$ cat src/rtl/wmc_cycle_timer_pkg.sv
`default_nettype none
// ============================================================================
//  Module      : wmc_cycle_timer_pkg
//  Description : Shared definitions for the WMC phase timer: state encoding
//                and the min/sec field widths also used by the WMC and the
//                front-panel display driver.
//  Revision    : 1.0  initial release
// ============================================================================
package wmc_cycle_timer_pkg;

    // Field widths shared with the controller and the display driver.
    localparam int MIN_W = 7;
    localparam int SEC_W = 6;

    // Seconds reload value when a minute boundary is crossed.
    localparam logic [SEC_W-1:0] C_SEC_LAST = 6'd59;

    typedef enum logic [1:0] {
        ST_IDLE   = 2'd0,
        ST_RUN    = 2'd1,
        ST_PAUSED = 2'd2,
        ST_DONE   = 2'd3
    } state_t;

endpackage : wmc_cycle_timer_pkg
`default_nettype wire

$ cat src/rtl/wmc_cycle_timer_prescaler.sv
`default_nettype none
// ============================================================================
//  Module      : wmc_cycle_timer_prescaler
//  Description : Mod-TICKS_PER_SEC counter producing the one-second tick.
//                CLR has priority over EN; TICK is combinational on
//                terminal count while enabled. The count holds when EN is low.
//  Ports       : CLOCK  in  system clock
//                RESET  in  synchronous active-high reset
//                CLR    in  synchronous clear (priority over EN)
//                EN     in  count enable
//                TICK   out terminal count & EN
//  Revision    : 1.0  initial release
// ============================================================================
module wmc_cycle_timer_prescaler #(
    parameter int TICKS_PER_SEC = 50_000_000
) (
    input  logic CLOCK,
    input  logic RESET,
    input  logic CLR,
    input  logic EN,
    output logic TICK
);

    localparam int                 C_CNT_W = $clog2(TICKS_PER_SEC);
    localparam logic [C_CNT_W-1:0] C_TERM  = C_CNT_W'(TICKS_PER_SEC - 1);

    logic [C_CNT_W-1:0] r_cnt;
    logic               w_term;

    assign w_term = (r_cnt == C_TERM);
    assign TICK   = EN & w_term;

    always_ff @(posedge CLOCK) begin
        if (RESET) begin
            r_cnt <= '0;
        end else if (CLR) begin
            r_cnt <= '0;
        end else if (EN) begin
            r_cnt <= w_term ? '0 : r_cnt + 1'b1;
        end
    end

endmodule : wmc_cycle_timer_prescaler
`default_nettype wire

$ cat src/rtl/wmc_cycle_timer.sv
`default_nettype none
// ============================================================================
//  Module      : wmc_cycle_timer
//  Description : Phase countdown timer for the washing machine controller.
//                A rising edge on T20START loads DURATION_MIN:00 and counts
//                down once per second; T20DONE pulses for one cycle at 0:00.
//                ABORT cancels, PAUSE freezes the count.
//  Ports       : CLOCK     in   system clock
//                RESET     in   synchronous active-high reset
//                T20START  in   start request (rising edge acts)
//                ABORT     in   cancel run, back to idle without T20DONE
//                PAUSE     in   freeze countdown while high
//                T20DONE   out  one-cycle expiry pulse
//                BUSY      out  high while running or paused
//                MIN_LEFT  out  remaining whole minutes
//                SEC_LEFT  out  remaining seconds within the minute
//  Revision    : 1.0  initial release
// ============================================================================
module wmc_cycle_timer
    import wmc_cycle_timer_pkg::*;
#(
    parameter int TICKS_PER_SEC = 50_000_000,
    parameter int DURATION_MIN  = 20
) (
    input  logic             CLOCK,
    input  logic             RESET,
    input  logic             T20START,
    input  logic             ABORT,
    input  logic             PAUSE,
    output logic             T20DONE,
    output logic             BUSY,
    output logic [MIN_W-1:0] MIN_LEFT,
    output logic [SEC_W-1:0] SEC_LEFT
);

    localparam logic [MIN_W-1:0] C_DURATION = MIN_W'(DURATION_MIN);

    state_t             r_state;
    state_t             w_state_nxt;
    logic [MIN_W-1:0]   r_min;
    logic [MIN_W-1:0]   w_min_nxt;
    logic [SEC_W-1:0]   r_sec;
    logic [SEC_W-1:0]   w_sec_nxt;
    logic               r_t20start_q;
    logic               w_start;
    logic               w_active;
    logic               w_presc_en;
    logic               w_presc_clr;
    logic               w_tick;

    assign w_start  = T20START & ~r_t20start_q;
    assign w_active = (r_state == ST_RUN) || (r_state == ST_PAUSED);

    // The prescaler advances only on cycles that actually count: any edge
    // where PAUSE is sampled high is lost, so each paused cycle adds exactly
    // one cycle to the run (including the resume edge, which counts).
    assign w_presc_en  = w_active & ~PAUSE & ~ABORT & ~w_start;
    assign w_presc_clr = ABORT | w_start;

    wmc_cycle_timer_prescaler #(
        .TICKS_PER_SEC (TICKS_PER_SEC)
    ) u_prescaler (
        .CLOCK (CLOCK),
        .RESET (RESET),
        .CLR   (w_presc_clr),
        .EN    (w_presc_en),
        .TICK  (w_tick)
    );

    // State register, start-edge register and min/sec counter.
    always_ff @(posedge CLOCK) begin
        if (RESET) begin
            r_state      <= ST_IDLE;
            r_min        <= '0;
            r_sec        <= '0;
            r_t20start_q <= 1'b0;
        end else begin
            r_state      <= w_state_nxt;
            r_min        <= w_min_nxt;
            r_sec        <= w_sec_nxt;
            r_t20start_q <= T20START;
        end
    end

    // Next-state / countdown logic. Priority: ABORT > start > PAUSE > tick.
    always_comb begin
        w_state_nxt = r_state;
        w_min_nxt   = r_min;
        w_sec_nxt   = r_sec;

        if (ABORT) begin
            w_state_nxt = ST_IDLE;
            w_min_nxt   = '0;
            w_sec_nxt   = '0;
        end else if (w_start) begin
            w_state_nxt = ST_RUN;
            w_min_nxt   = C_DURATION;
            w_sec_nxt   = '0;
        end else begin
            case (r_state)
                ST_IDLE: begin
                    w_state_nxt = ST_IDLE;
                end
                ST_RUN, ST_PAUSED: begin
                    if (PAUSE) begin
                        w_state_nxt = ST_PAUSED;
                    end else begin
                        w_state_nxt = ST_RUN;
                        if (w_tick) begin
                            if (r_sec == '0) begin
                                w_sec_nxt = C_SEC_LAST;
                                w_min_nxt = r_min - 1'b1;
                            end else if ((r_min == '0) && (r_sec == SEC_W'(1))) begin
                                w_sec_nxt   = '0;
                                w_state_nxt = ST_DONE;
                            end else begin
                                w_sec_nxt = r_sec - 1'b1;
                            end
                        end
                    end
                end
                ST_DONE: begin
                    w_state_nxt = ST_IDLE;
                end
                default: begin
                    w_state_nxt = ST_IDLE;
                end
            endcase
        end
    end

    assign T20DONE  = (r_state == ST_DONE);
    assign BUSY     = w_active;
    assign MIN_LEFT = r_min;
    assign SEC_LEFT = r_sec;

endmodule : wmc_cycle_timer
`default_nettype wire
$ cat config.mk
export PLATFORM = sky130hd
export DESIGN_NAME = wmc_cycle_timer
export DESIGN_NICKNAME = d
export VERILOG_FILES = /design/src/rtl/wmc_cycle_timer_pkg.sv /design/src/rtl/wmc_cycle_timer_prescaler.sv /design/src/rtl/wmc_cycle_timer.sv
export SDC_FILE = /design/constraint.sdc
export NUM_CORES = 1
export LEC_CHECK = 0
export ABC_AREA = 1
export CAP_MARGIN = 20
export CORE_ASPECT_RATIO = 1.4
export CORE_MARGIN = 3
export CORE_UTILIZATION = 45
export DETAILED_ROUTE_END_ITERATION = 10
export HOLD_SLACK_MARGIN = 0.1
export PLACE_DENSITY = 0.67
export SLEW_MARGIN = 10
export SYNTH_ARGS = -nofsm -noshare
export SYNTH_HDL_FRONTEND = slang
export SYNTH_SLANG_ARGS = --single-unit
$ cat constraint.sdc
create_clock -name CLOCK -period 1.65 [get_ports CLOCK]
set_input_delay 0.2475 -clock CLOCK [delete_from_list [all_inputs] [get_ports CLOCK]]
set_output_delay 0.2475 -clock CLOCK [all_outputs]
set_load 0.02 [all_outputs]
==> qor.txt <==
worst hold stages - 2
DRT antenna net count - 0
Reg-to-Reg End - r_state[1]
Clk Latency, worst-skew pair - 0.30 ns
Root Driver - clkbuf_8
share of post-route cells with drive strength above 1 - 25.5%
Data required, critical path - 1.88 ns
H-tree depth - 2
Yosys warning total - 0
post-DP HPWL - 5660 um
remaining global-route overflow - 0
initial antenna violation count - 0
EDFF count, synth - 0
global-route wire length before repair - 12200 um
cts bufs inserted - 5
Final Hold Vio Count - 0
Placer Congestion - 0.964
DR WL/cell - 14.0 um
critical path fanouts, max - 7
Final Setup Violations - 15
Starting Density - 47.1%
TNS Setup - -0.704 ns
DIE WIDTH - 70.5 um
top post-synthesis cells by area - dfxtp_1, nand2_1, nor2_1
reg2reg start - u_prescaler.r_cnt[7]
CP endpoint kind - flop
max-slew violations - 0
Tot GR Track Use - 22.6%
# IOs - 20
synth unique cells - 31
routed wire length - 7790 um
area of the multi-input gates - 1810 um2
leakage - 1.43 nW
Fill cells - 513
clock buffer depth - 2
die area - 6790 um2
die height - 96.3 um
top-count cell post-synth - nand2_1
hold worst-path end - u_prescaler.r_cnt[21]
ys flop type - dfxtp_1
placed cells - 536
leading area contributor after synthesis - dfxtp_1
Core ar. - 5570 um2
Storage cell area - 847 um2
Syn Area/Cell - 6.27 um2
CP startpoint kind - flop
Syn-to-layout area delta - 36.4%
clock skew - 0.00849 ns
post-synth net total - 431
peak supply drop - 0.332 mV
clock transition at the registers of the reported paths - 0.09 ns
worst slew pin tran - 0.344 ns
fmax - 0.565 GHz
synth cell count leaders - nand2_1, nor2_1, inv_1
Layout Cells excl Fill - 555
vias in the first global route - 2727
crit share post-route - 107%
status - finished, violations left
vias per cell - 5.18
RSZ-0062 raised after global routing - yes
start point of the worst hold path - u_prescaler.r_cnt[21]
post-synthesis cell count - 418
row count - 32
crit path DAT - 2.00 ns
vias - 2873
post-route DRC violation count - 0
failing checks - negative setup slack
final worst slack - -0.121 ns
Final nets - 499
DRT Pass-1 Iters - 5
worst reg-to-reg setup slack - -0.12 ns
number of diodes - 0
pwr/cell area - 522 nW/um2
max-cap violations - 0
Hold Path Class - reg2reg
Syn Std Cell Area - 2620 um2
synthesized flop and latch total - 42
register area share after synthesis - 32.1%
worst r2r path cells - 8
worst hold slack - 0.505 ns
hold bufs inserted after CTS - 0
top cell type's share of synthesized area - 32.1%
TritonCTS clock tree - yes
fin crit period - 1.77 ns
critical path class - reg2reg
maximum number of pins on one net before global-route repair - 14
I/O Buffers - 19
initial DRC count - 134
Async S/R FF share, synth - 0%
clk sink count - 42
worst rel slew slack - 76.8%
-- per-stage QoR --
step | util (%) | setup WS [ns] | instance area [um2] | total power [mW]
global route | 64.3 | -0.190 | 3580 | 1.92
global placement | 57.0 | -0.257 | 3170 | 1.16
finish | 64.3 | -0.121 | 3580 | 1.87
floorplan | - | 0.0193 | 2660 | 1.11
CTS | 61.4 | -0.124 | 3410 | 1.87
detailed placement | 57.0 | -0.278 | 3170 | 1.16
-- cells in the final DEF (no fill, tap or decap), types with 2 or more instances in the layout --
cell type and instances:
o21ai_1 3, buf_4 39, buf_6 6, nor2_4 12, clkbuf_8 6, a21oi_1 15
ha_4 2, o21ai_0 8, xor2_1 10, ha_1 6, nand3b_1 2, xnor2_1 2
nand3_2 9, nand4_1 7, nand2_1 100, clkdlybuf4s50_1 15, dfxtp_2 5, o21ai_2 2
nor2_2 9, nand3_4 2, a21oi_2 6, nor2_1 76, inv_1 41, nor4_1 3
dfxtp_1 37, nand2_2 6, nand3_1 22, nor3_2 2, inv_2 9, nor3_1 8
dlygate4sd2_1 2, nand2_4 5
-- cells by family (layout without fill, tap and decap cells) --
kind of cell / Yosys count / in the layout / share of synthesized area (%)
adder cells (fa/ha/maj): 8 / 8 / 3.82
buffers and inverters: 54 / 122 / 8.06
AO/OA/AOI/OAI: 38 / 38 / 7.54
AND/OR/NAND/NOR: 264 / 265 / 44.5
XOR/XNOR: 12 / 12 / 4.01
flip-flops: 42 / 42 / 32.1
-- worst max path at each step --
| stage | startpoint | slack, ns | endpoint |
|---|---|---|---|
| after floorplan | r_state[0] | 0.02 | SEC_LEFT[2] |
| final | u_prescaler.r_cnt[7] | -0.12 | r_state[1] |
| after CTS | r_state[1] | -0.12 | u_prescaler.r_cnt[18] |
| after global placement | PAUSE | -0.26 | u_prescaler.r_cnt[16] |
| after detailed placement | T20START | -0.28 | u_prescaler.r_cnt[1] |
| after global routing | r_state[1] | -0.19 | u_prescaler.r_cnt[18] |
-- critical path, cell delays in order, from the launching register on --
cell and delay (ns):
dfxtp_1 0.38, nor2_1 0.18, nand2_1 0.07, nor2_1 0.25
nand3_2 0.13, nor2_4 0.23, buf_6 0.18, nand3b_1 0.12
a21oi_1 0.15
-- flip-flops by register name, indices dropped and copies added (netlist names) --
| signal | flops |
|---|---|
| r_state | 2 |
| u_prescaler.r_cnt | 26 |
| SEC_LEFT | 6 |
| r_t20start_q | 1 |
| MIN_LEFT | 7 |
-- per-layer routing --
metal	vias to the layer above	part of all wire (%)	GRT usage, %
met5	-	0	0
met2	58	55	43.8
met3	17	2.7	3.24
li1	1462	-	-
met1	1336	39	22.9
met4	0	3.1	12.6
-- where the power goes --
part           internal [mW]  leakage [nW]  total (mW)  switching [mW]
registers               1.02         0.341        1.02         0.00485
logic                 0.0529          1.04       0.129          0.0764
clock network          0.337        0.0472       0.714           0.378
-- layout make-up --
type / count / share of cell area, %
Clock inverter: 2 / 0.350
Sequential cell: 42 / 23.7
Tap cell: 68 / 2.38
Multi-Input combinational cell: 323 / 50.6
Inverter: 50 / 5.25
Clock buffer: 6 / 2.31
Timing Repair Buffer: 64 / 15.4
-- what timing repair did --
| action | CTS | global route |
|---|---|---|
| gates cloned | 1 | 1 |
| gates resized for setup | 33 | 38 |
| endpoints found under the hold margin | 0 | 0 |
| setup buffers | 5 | 5 |
| setup endpoints to repair | 34 | 35 |
| pin swaps | 17 | 25 |
(Power assumes the default switching activity.)
